--- src/rtl/dma_write_arbiter_pkg.sv ---
// Shared types and limits for the DMA write arbiter slice.
// Holds the arbiter FSM state encoding and the supported upper bound on upstream ports.
package circular_dma_pkg;

  localparam int C_MAX_PORTS = 8;

  typedef enum logic [1:0] {
    ST_IDLE = 2'd0,
    ST_ADDR = 2'd1,
    ST_DATA = 2'd2,
    ST_RESP = 2'd3
  } state_t;

endpackage

--- src/rtl/dma_write_arbiter_rr_select.sv ---
// Combinational round-robin winner search: first requester at or above the
// pointer, wrapping from the top port back to port 0.
module rr_select #(
  parameter  int C_NUM_PORTS = 4,
  localparam int C_IDX_W     = $clog2(C_NUM_PORTS)
) (
  input  logic [C_NUM_PORTS-1:0] i_req,
  input  logic [C_IDX_W-1:0]     i_ptr,
  output logic                   o_valid,
  output logic [C_IDX_W-1:0]     o_index
);

  logic [C_IDX_W-1:0] w_cand;

  // Walk offsets from farthest to nearest so the closest requester is the last one kept.
  always_comb begin
    o_valid = 1'b0;
    o_index = '0;
    w_cand  = '0;
    for (int k = C_NUM_PORTS - 1; k >= 0; k--) begin
      w_cand = C_IDX_W'((int'(i_ptr) + k) % C_NUM_PORTS);
      if (i_req[w_cand]) begin
        o_valid = 1'b1;
        o_index = w_cand;
      end
    end
  end

endmodule

--- src/rtl/dma_write_arbiter.sv ---
// Round-robin arbiter merging several upstream AXI write ports onto one
// downstream port, one whole transaction (AW, W burst, B) at a time.
module dma_write_arbiter
  import circular_dma_pkg::*;
#(
  parameter  int C_NUM_PORTS  = 4,
  parameter  int C_ADDR_WIDTH = 32,
  parameter  int C_AXI_WIDTH  = 64,
  localparam int C_IDX_W      = $clog2(C_NUM_PORTS)
) (
  input  logic                    clk,
  input  logic                    rst_n,
  input  logic [C_ADDR_WIDTH-1:0] s_axi_awaddr [C_NUM_PORTS],
  input  logic [7:0]              s_axi_awlen  [C_NUM_PORTS],
  input  logic [C_NUM_PORTS-1:0]  s_axi_awvalid,
  output logic [C_NUM_PORTS-1:0]  s_axi_awready,
  input  logic [C_AXI_WIDTH-1:0]  s_axi_wdata  [C_NUM_PORTS],
  input  logic [C_NUM_PORTS-1:0]  s_axi_wlast,
  input  logic [C_NUM_PORTS-1:0]  s_axi_wvalid,
  output logic [C_NUM_PORTS-1:0]  s_axi_wready,
  output logic [1:0]              s_axi_bresp  [C_NUM_PORTS],
  output logic [C_NUM_PORTS-1:0]  s_axi_bvalid,
  input  logic [C_NUM_PORTS-1:0]  s_axi_bready,
  output logic [C_ADDR_WIDTH-1:0] m_axi_awaddr,
  output logic [7:0]              m_axi_awlen,
  output logic                    m_axi_awvalid,
  input  logic                    m_axi_awready,
  output logic [C_AXI_WIDTH-1:0]  m_axi_wdata,
  output logic                    m_axi_wlast,
  output logic                    m_axi_wvalid,
  input  logic                    m_axi_wready,
  input  logic [1:0]              m_axi_bresp,
  input  logic                    m_axi_bvalid,
  output logic                    m_axi_bready,
  output logic                    grant_valid,
  output logic [C_IDX_W-1:0]      grant_id,
  output logic [C_NUM_PORTS-1:0]  wlast_error,
  input  logic [C_NUM_PORTS-1:0]  clear_error
);

  state_t                 r_state;
  logic [C_IDX_W-1:0]     r_rr_ptr;
  logic [C_IDX_W-1:0]     r_grant_id;
  logic                   r_grant_valid;
  logic [C_NUM_PORTS-1:0] r_wlast_error;
  logic [7:0]             r_beat_cnt;
  logic [7:0]             r_awlen;

  logic                   w_sel_valid;
  logic [C_IDX_W-1:0]     w_sel_idx;
  logic                   w_aw_hs;
  logic                   w_w_hs;
  logic                   w_b_hs;
  logic [C_NUM_PORTS-1:0] w_err_set;

  rr_select #(
    .C_NUM_PORTS(C_NUM_PORTS)
  ) u_rr_select (
    .i_req  (s_axi_awvalid),
    .i_ptr  (r_rr_ptr),
    .o_valid(w_sel_valid),
    .o_index(w_sel_idx)
  );

  // Downstream mirrors the owner; valids are gated by phase so stale data never leaks out.
  always_comb begin
    m_axi_awaddr  = s_axi_awaddr[r_grant_id];
    m_axi_awlen   = s_axi_awlen[r_grant_id];
    m_axi_awvalid = (r_state == ST_ADDR) && s_axi_awvalid[r_grant_id];
    m_axi_wdata   = s_axi_wdata[r_grant_id];
    m_axi_wvalid  = (r_state == ST_DATA) && s_axi_wvalid[r_grant_id];
    m_axi_wlast   = (r_state == ST_DATA) && (r_beat_cnt == r_awlen);
    m_axi_bready  = (r_state == ST_RESP) && s_axi_bready[r_grant_id];
    s_axi_awready = '0;
    s_axi_wready  = '0;
    s_axi_bvalid  = '0;
    for (int p = 0; p < C_NUM_PORTS; p++) begin
      s_axi_bresp[p] = 2'b00;
    end
    case (r_state)
      ST_ADDR: s_axi_awready[r_grant_id] = m_axi_awready;
      ST_DATA: s_axi_wready[r_grant_id]  = m_axi_wready;
      ST_RESP: begin
        s_axi_bvalid[r_grant_id] = m_axi_bvalid;
        s_axi_bresp[r_grant_id]  = m_axi_bresp;
      end
      default: ;
    endcase
  end

  assign w_aw_hs = m_axi_awvalid && m_axi_awready;
  assign w_w_hs  = m_axi_wvalid && m_axi_wready;
  assign w_b_hs  = m_axi_bvalid && m_axi_bready;

  // The source's own wlast is only audited; the downstream wlast comes from our beat count.
  always_comb begin
    w_err_set = '0;
    if (w_w_hs && (s_axi_wlast[r_grant_id] != m_axi_wlast)) begin
      w_err_set[r_grant_id] = 1'b1;
    end
  end

  always_ff @(posedge clk) begin
    if (!rst_n) begin
      r_state       <= ST_IDLE;
      r_rr_ptr      <= '0;
      r_grant_id    <= '0;
      r_grant_valid <= 1'b0;
      r_wlast_error <= '0;
      r_beat_cnt    <= '0;
      r_awlen       <= '0;
    end else begin
      r_wlast_error <= (r_wlast_error & ~clear_error) | w_err_set;
      case (r_state)
        ST_IDLE: begin
          if (w_sel_valid) begin
            r_grant_id    <= w_sel_idx;
            r_grant_valid <= 1'b1;
            r_state       <= ST_ADDR;
          end
        end
        ST_ADDR: begin
          if (w_aw_hs) begin
            r_awlen    <= s_axi_awlen[r_grant_id];
            r_beat_cnt <= '0;
            r_state    <= ST_DATA;
          end
        end
        ST_DATA: begin
          if (w_w_hs) begin
            r_beat_cnt <= r_beat_cnt + 8'd1;
            if (m_axi_wlast) begin
              r_state <= ST_RESP;
            end
          end
        end
        ST_RESP: begin
          if (w_b_hs) begin
            r_state       <= ST_IDLE;
            r_grant_valid <= 1'b0;
            r_rr_ptr      <= (r_grant_id == C_IDX_W'(C_NUM_PORTS - 1)) ? '0 : r_grant_id + 1'b1;
          end
        end
        default: r_state <= ST_IDLE;
      endcase
    end
  end

  assign grant_valid = r_grant_valid;
  assign grant_id    = r_grant_id;
  assign wlast_error = r_wlast_error;

endmodule

--- config.mk ---
export PLATFORM = sky130hd
export DESIGN_NAME = dma_write_arbiter
export DESIGN_NICKNAME = d
export VERILOG_FILES = /design/src/rtl/dma_write_arbiter_pkg.sv /design/src/rtl/dma_write_arbiter_rr_select.sv /design/src/rtl/dma_write_arbiter.sv
export SDC_FILE = /design/constraint.sdc
export NUM_CORES = 1
export LEC_CHECK = 0
export ABC_AREA = 1
export CORE_AREA = 10 10 219 221
export CTS_CLUSTER_SIZE = 24
export DETAILED_ROUTE_END_ITERATION = 7
export DIE_AREA = 0 0 229 231
export PLACE_DENSITY = 0.48
export SYNTH_ARGS = -nofsm -noshare
export SYNTH_HDL_FRONTEND = slang
export SYNTH_SLANG_ARGS = --single-unit
--- constraint.sdc ---
create_clock -name clk -period 2.4 [get_ports clk]
set_input_delay 0.48 -clock clk [delete_from_list [all_inputs] [get_ports clk]]
set_output_delay 0.48 -clock clk [all_outputs]
set_load 0.02 [all_outputs]
======== After elaboration in Yosys (flattened, before gate mapping) ========
Index checks and enable logic that the tools add are counted.
Widths: inputs -> output; s select.
cells by class
  add/sub/neg operators ................... 5
  magnitude comparators ................... 8
  equality and inequality tests ........... 11
  muxes and demuxes ....................... 55
  bitwise operators ....................... 8
  reduce and logical (&&, ||, !) cells .... 19
operator list
  operator             count
  $bmux 64 s2          1
  $mux 64              2
  $bmux 32 s2          1
  $mux 32              2
  $mux 8               5
  $mux 2               11
  $and 4x4->4          4
  $bmux 1 s2           8
  $bmux 8 s2           1
  $mux 4               4
  $pmux 8 s2           1
  $lt 2x3->1 const B   5
  $mux 1               15
  $logic_and 1x1->1    10
  $add 8x1->8 const B  1
  $and 8x8->8          1
  $eq 8x8->1           1
  $ne 2x2->1 const B   4
  $pmux 2 s4           1
  $eq 2x2->1 const B   3
  $reduce_and 2->1     3
  $reduce_and 3->1     2
  $reduce_and 5->1     1
  $add 2x1->2 const B  2
  15 further kinds     17
word-level totals
  bits in registers ....................... 27
  input port bits ......................... 443
  output and inout port bits .............. 135
  word-level logic and storage cells ...... 113

======== Longest topological paths before layout ========
  depth after elaboration ................. 9
  mapped depth ............................ 12
  depth with buffers taken out ............ 11

======== Cells and area by module ========
From an unflattened synthesis, not the netlist that was laid out.
second synthesis, totals
  cells, all modules ...................... 927
  area, all modules ....................... 4843.4 um2
by module, submodules not included
  module             times used  cells an instance  area an instance (um2)  seq. area each (um2)
  dma_write_arbiter  1           881                4630.7                  540.5
  rr_select          1           46                 212.7                   0.0

======== Worst setup path before layout ========
No wires, ideal clock.
  kind .................................... register -> output
  start ................................... register r_grant_id[0] (netlist: grant_id[0])
  end ..................................... output s_axi_awready[2]
  arrival time ............................ 1663 ps
  required time ........................... 1920 ps
  setup slack ............................. 257 ps
  stages on the path, launching flop included .. 9
  path buffers ............................ 4
  cells stage by stage .................... dfxtp_1 > buf_6 > inv_4 > buf_8 > buf_2 > buf_2 > ha_1 > inv_1 > nor2_1
on the way
  word-level cells in the longest chain between the ends .. 6
  elaborated cells on any way between the ends .. 7
  those cells by class .................... order compare (2); mux (3); bitwise (1); reduce/logical (1)
ends and longest elaborated chain
  element                                                                RTL line                  RTL
  start, declared                                                        dma_write_arbiter.sv:43   logic [C_IDX_W-1:0] r_grant_id;
  start signal, assigned                                                 dma_write_arbiter.sv:117  r_grant_id <= w_sel_idx;
  $lt 2x3->1 (implied by the code) / $ge 2x1->1 (equally long branches)  dma_write_arbiter.sv:81   ST_ADDR: s_axi_awready[r_grant_id] = m_axi_awready;
  $logic_and 1x1->1 (implied by the code)                                dma_write_arbiter.sv:81
  $mux 1 (implied by the code)                                           dma_write_arbiter.sv:81
  $demux 1 s2 *                                                          dma_write_arbiter.sv:81
  $and 4x4->4 (no line) *                                                --
  $mux 4 *                                                               dma_write_arbiter.sv:80   case (r_state)
  end, declared                                                          dma_write_arbiter.sv:16   output logic [C_NUM_PORTS-1:0] s_axi_awready,
Every way passes the cells marked *; elsewhere a longest branch is shown, timed or not.

======== Worst setup path in the final report ========
  start ................................... register r_grant_id[0] (netlist: grant_id[0])
  end ..................................... output m_axi_wdata[37]
on the way
  word-level cells in the longest chain between the ends .. 4
ends and longest elaborated chain
  element                                     RTL line                 RTL
  $not 2->3 (implied by the code)             dma_write_arbiter.sv:70  m_axi_wdata = s_axi_wdata[r_grant_id];
  $bmux 64 s2                                 dma_write_arbiter.sv:70
  $mux 64 (implied by the code) (2 in a row)  dma_write_arbiter.sv:70
  end, declared                               dma_write_arbiter.sv:28  output logic [C_AXI_WIDTH-1:0] m_axi_wdata,
No other way between the ends. The select of a mux whose other input is x is not followed.

==> run summary <==
Status -> finished, final reports clean
Total of max-cap violations -> 0
Number of antenna violations at the first check in global routing -> 9
Unique masters post-synth -> 40
Tightest Hold Check Type -> flop to flop
Routability congestion estimate from global placement -> 0.887
Share of Yosys cell area claimed by the top area cell type -> 21.7%
Static Leak -> 4.78 nW
Type of element capturing the critical path -> output port
H-Tree Depth -> 1
Global route overflow -> 0
Max IR drop VDD -> 288 uV
Register bit total from synthesis -> 27
# DRC -> 0
Multi-input combinational cell area -> 3880 um2
Count of flip-flops with a built-in enable after synthesis -> 0
Floorplan core area -> 43700 um2
Reg2Reg Depth -> 13
Synthesized area per cell -> 5.33 um2
Buffers from clock root to sink, at most -> 2
Combinational power share -> 87.7%
Switching power as a share of total power -> 53.3%
Data arrival time of the worst path -> 1.85 ns
Post-synth top flop -> sky130_fd_sc_hd__dfxtp_1
Kind of start point of the critical path -> flop
Sequential share of power -> 7.3%
Storage element area -> 548 um2
Number of CTS-inserted buffers -> 3
Sequential share of the synthesized area -> 10.9%
Net total in the final layout -> 1964
Final Core Density -> 27.2%
Overall die area -> 52900 um2
Fraction of layout instances using a drive strength above 1 -> 9.21%
Most crowded layer after global routing -> met2
Final count of hold timing violations -> 0
R2R setup slack -> 0.60 ns
Path type of the worst setup path -> flop to output port
Overall Global Routing Usage -> 14.6%
Worst-path clk slew -> 0.07 ns
Hold buffers post-CTS -> 0
Post-Layout Cell Count -> 2105
Power density over the cells -> 681 nW/um2
Initial Util -> 11.3%
Start point of the critical path -> grant_id[0]$_SDFFE_PN0P_
Maximum number of pins on one net before global-route repair -> 51
DIE WIDTH -> 229 um
Syn nets -> 1382
Detailed-route wire length -> 42000 um
Period minus WS final -> 2.33 ns
Fraction of synthesis flops using an asynchronous set or reset pin -> 0%
Synth-to-Final Area Change -> 140%
Timing endpoint of the critical path -> m_axi_wdata[37]
Grt met3 use -> 4.28%
Number of fill cells -> 4914
Routed wire per std cell -> 20.0 um
Capture instance of the worst register-to-register path -> r_state[0]$_SDFFE_PN0P_
Sw Pwr -> 4.32 mW
Unrepaired setup endpoints after global routing -> false
Ports -> 578
Rel. slew slack -> 72.8%
Portion of the clock cycle consumed by the worst path in the final layout -> 96.9%
Worst slack on hold paths -> 0.472 ns
Internal power contribution -> 3.79 mW
Setup-violating endpoint count in the final report -> 0
Largest cells by area after synthesis -> sky130_fd_sc_hd__o21ai_0 22%, sky130_fd_sc_hd__nor2_1 20%, sky130_fd_sc_hd__o22ai_1 13%
Total number of clock tree sinks -> 27
Post-route clock skew -> 0.00585 ns
Worst Hold Path Cells -> 2
Total of warnings raised by yosys -> 0
Global-route wire length before repair -> 59800 um
Standard-cell rows -> 77
Fraction of met2 tracks used by global routing -> 28.9%
Grt met1 use -> 15.2%
Cell type with the largest total area after synthesis -> sky130_fd_sc_hd__o21ai_0
Root buf cell -> sky130_fd_sc_hd__clkbuf_16
Clock latency reported for the late side of the worst-skew pair -> 0.27 ns
Antenna violation net count after detailed routing -> 0
Worst slew pin tran -> 0.407 ns
Die H -> 231 um
Area of the mapped netlist -> 4960 um2
DPL Wire Length -> 35800 um
Count of placed standard cells including taps -> 2094
Maximum achievable frequency -> 430 MHz
Number of buffer cells added on primary ports -> 577
Number of global-route vias before repair -> 9057
Origin of the critical flop-to-flop path -> grant_id[0]$_SDFFE_PN0P_
Number of detailed-route iterations in the first pass -> 5
Max Transition Viols Final -> 0
Avg Vias per Cell -> 4.15
Crit-path max FO -> 38
Most common cell after layout, fill and taps aside -> sky130_fd_sc_hd__clkdlybuf4s50_1
Data required, critical path -> 1.92 ns
TritonCTS clock tree -> built
Worst hold start -> wlast_error[0]$_SDFF_PN0_
Mapped Cells -> 929
Part of the power in the clock network -> 4.9%
Number of vias after detailed routing -> 8740
Commonest non-fill, non-tap cells in the layout -> 449 x sky130_fd_sc_hd__clkdlybuf4s50_1, 261 x sky130_fd_sc_hd__nor2_1, 211 x sky130_fd_sc_hd__o21ai_0
Drt initial violations -> 383
==> registers in the layout (all words and copies together), names as in the netlist <==
register and flops:
r_awlen 8, grant_id 2, r_rr_ptr 2, grant_valid 1, r_state 2, wlast_error 4
r_beat_cnt 8
==> logic make-up (layout without fill, tap and decap cells) <==
| logic type | Yosys count | after routing | synth area share, % |
|---|---|---|---|
| and+or+nand+nor | 404 | 404 | 34.5 |
| AOI/OAI and AO/OA | 356 | 356 | 39.5 |
| buffers and inverters | 125 | 706 | 11.3 |
| DFF | 27 | 27 | 10.9 |
| adders and majority gates | 10 | 10 | 2.52 |
| xor gates and xnor gates | 7 | 7 | 1.24 |
| other | 0 | 3 | 0 |
==> layout make-up <==
| cell class | instances | share of cell area (%) |
|---|---|---|
| inverter | 49 | 1.65 |
| clock buffer | 3 | 0.631 |
| tap | 592 | 6.22 |
| clock inverter | 1 | 0.0420 |
| antenna | 3 | 0.0631 |
| timing repair buffer | 653 | 54.2 |
| multi-input combinational | 777 | 32.6 |
| sequential | 27 | 4.60 |
==> layer usage <==
layer  vias up  wire length, um
li1       4352                -
met1      4008            15600
met2       350            22900
met3        26             3120
met4         4              350
met5         -               27
==> how the worst min path moves through the flow <==
| stage | endpoint | slack, ns |
|---|---|---|
| 6_report | wlast_error[0]$_SDFF_PN0_ | 0.47 |
| 5_1_grt | r_awlen[0]$_SDFFE_PN0P_ | 0.49 |
| 2_1_floorplan | r_awlen[0]$_SDFFE_PN0P_ | 0.44 |
| 3_5_place_dp | r_awlen[0]$_SDFFE_PN0P_ | 0.47 |
| 4_1_cts | r_awlen[0]$_SDFFE_PN0P_ | 0.48 |
| 3_3_place_gp | r_awlen[5]$_SDFFE_PN0P_ | 0.46 |
==> Yosys cell counts (2+ instances only) <==
master and number:
sky130_fd_sc_hd__nand3_1 22, sky130_fd_sc_hd__nand2_2 11, sky130_fd_sc_hd__xor2_1 4, sky130_fd_sc_hd__inv_4 2, sky130_fd_sc_hd__o21ai_1 5, sky130_fd_sc_hd__a21oi_2 7, sky130_fd_sc_hd__nand3_2 2, sky130_fd_sc_hd__clkbuf_1 40
sky130_fd_sc_hd__inv_1 45, sky130_fd_sc_hd__nor2_1 261, sky130_fd_sc_hd__nor3b_1 2, sky130_fd_sc_hd__buf_6 3, sky130_fd_sc_hd__nand2_4 4, sky130_fd_sc_hd__ha_1 10, sky130_fd_sc_hd__xnor2_1 3, sky130_fd_sc_hd__buf_4 5
sky130_fd_sc_hd__nand3_4 2, sky130_fd_sc_hd__buf_2 25, sky130_fd_sc_hd__o22ai_1 104, sky130_fd_sc_hd__nand2_1 91, sky130_fd_sc_hd__a21oi_1 18, sky130_fd_sc_hd__dfxtp_1 27, sky130_fd_sc_hd__nor3_1 2, sky130_fd_sc_hd__a211oi_1 3
sky130_fd_sc_hd__o21ai_0 215, sky130_fd_sc_hd__o21ai_2 2
==> per-stage QoR <==
| step | total power [mW] | setup slack, ns | TNS (ns) | instance area (um2) |
|---|---|---|---|---|
| global placement | 8.17 | -0.251 | -0.888 | 11900 |
| finish | 8.10 | 0.0746 | 0 | 11900 |
| global route | 8.74 | 0.0000324 | 0 | 11900 |
| floorplan | 4.20 | 0.257 | 0 | 4960 |
| detailed placement | 8.17 | -0.219 | -0.763 | 11900 |
| CTS | 8.23 | 0.0111 | 0 | 11900 |
==> power by group through the flow <==
| stage | registers, mW | logic (mW) | clock network [mW] |
|---|---|---|---|
| 2_1_floorplan | 0.581 | 3.62 | 0 |
| 3_3_place_gp | 0.610 | 7.56 | 0 |
| 3_5_place_dp | 0.609 | 7.56 | 0 |
| 4_1_cts | 0.597 | 7.22 | 0.415 |
| 5_1_grt | 0.606 | 7.71 | 0.431 |
| 6_report | 0.594 | 7.11 | 0.399 |
==> critical path: stages (launching register included) <==
cell and delay [ns]:
sky130_fd_sc_hd__dfxtp_4 0.45, sky130_fd_sc_hd__buf_12 0.17, sky130_fd_sc_hd__buf_12 0.20, sky130_fd_sc_hd__o21ai_0 0.17, sky130_fd_sc_hd__o22ai_1 0.19, sky130_fd_sc_hd__dlygate4sd2_1 0.38
==> what timing repair did <==
item | in CTS | in global routing
cloned | 2 | 0
resized for setup | 128 | 17
endpoints found under the setup margin | 118 | 14
buffers inserted | 2 | 0
endpoints found under the hold margin | 0 | 0
Note: power is estimated with default switching activity, not from simulation.
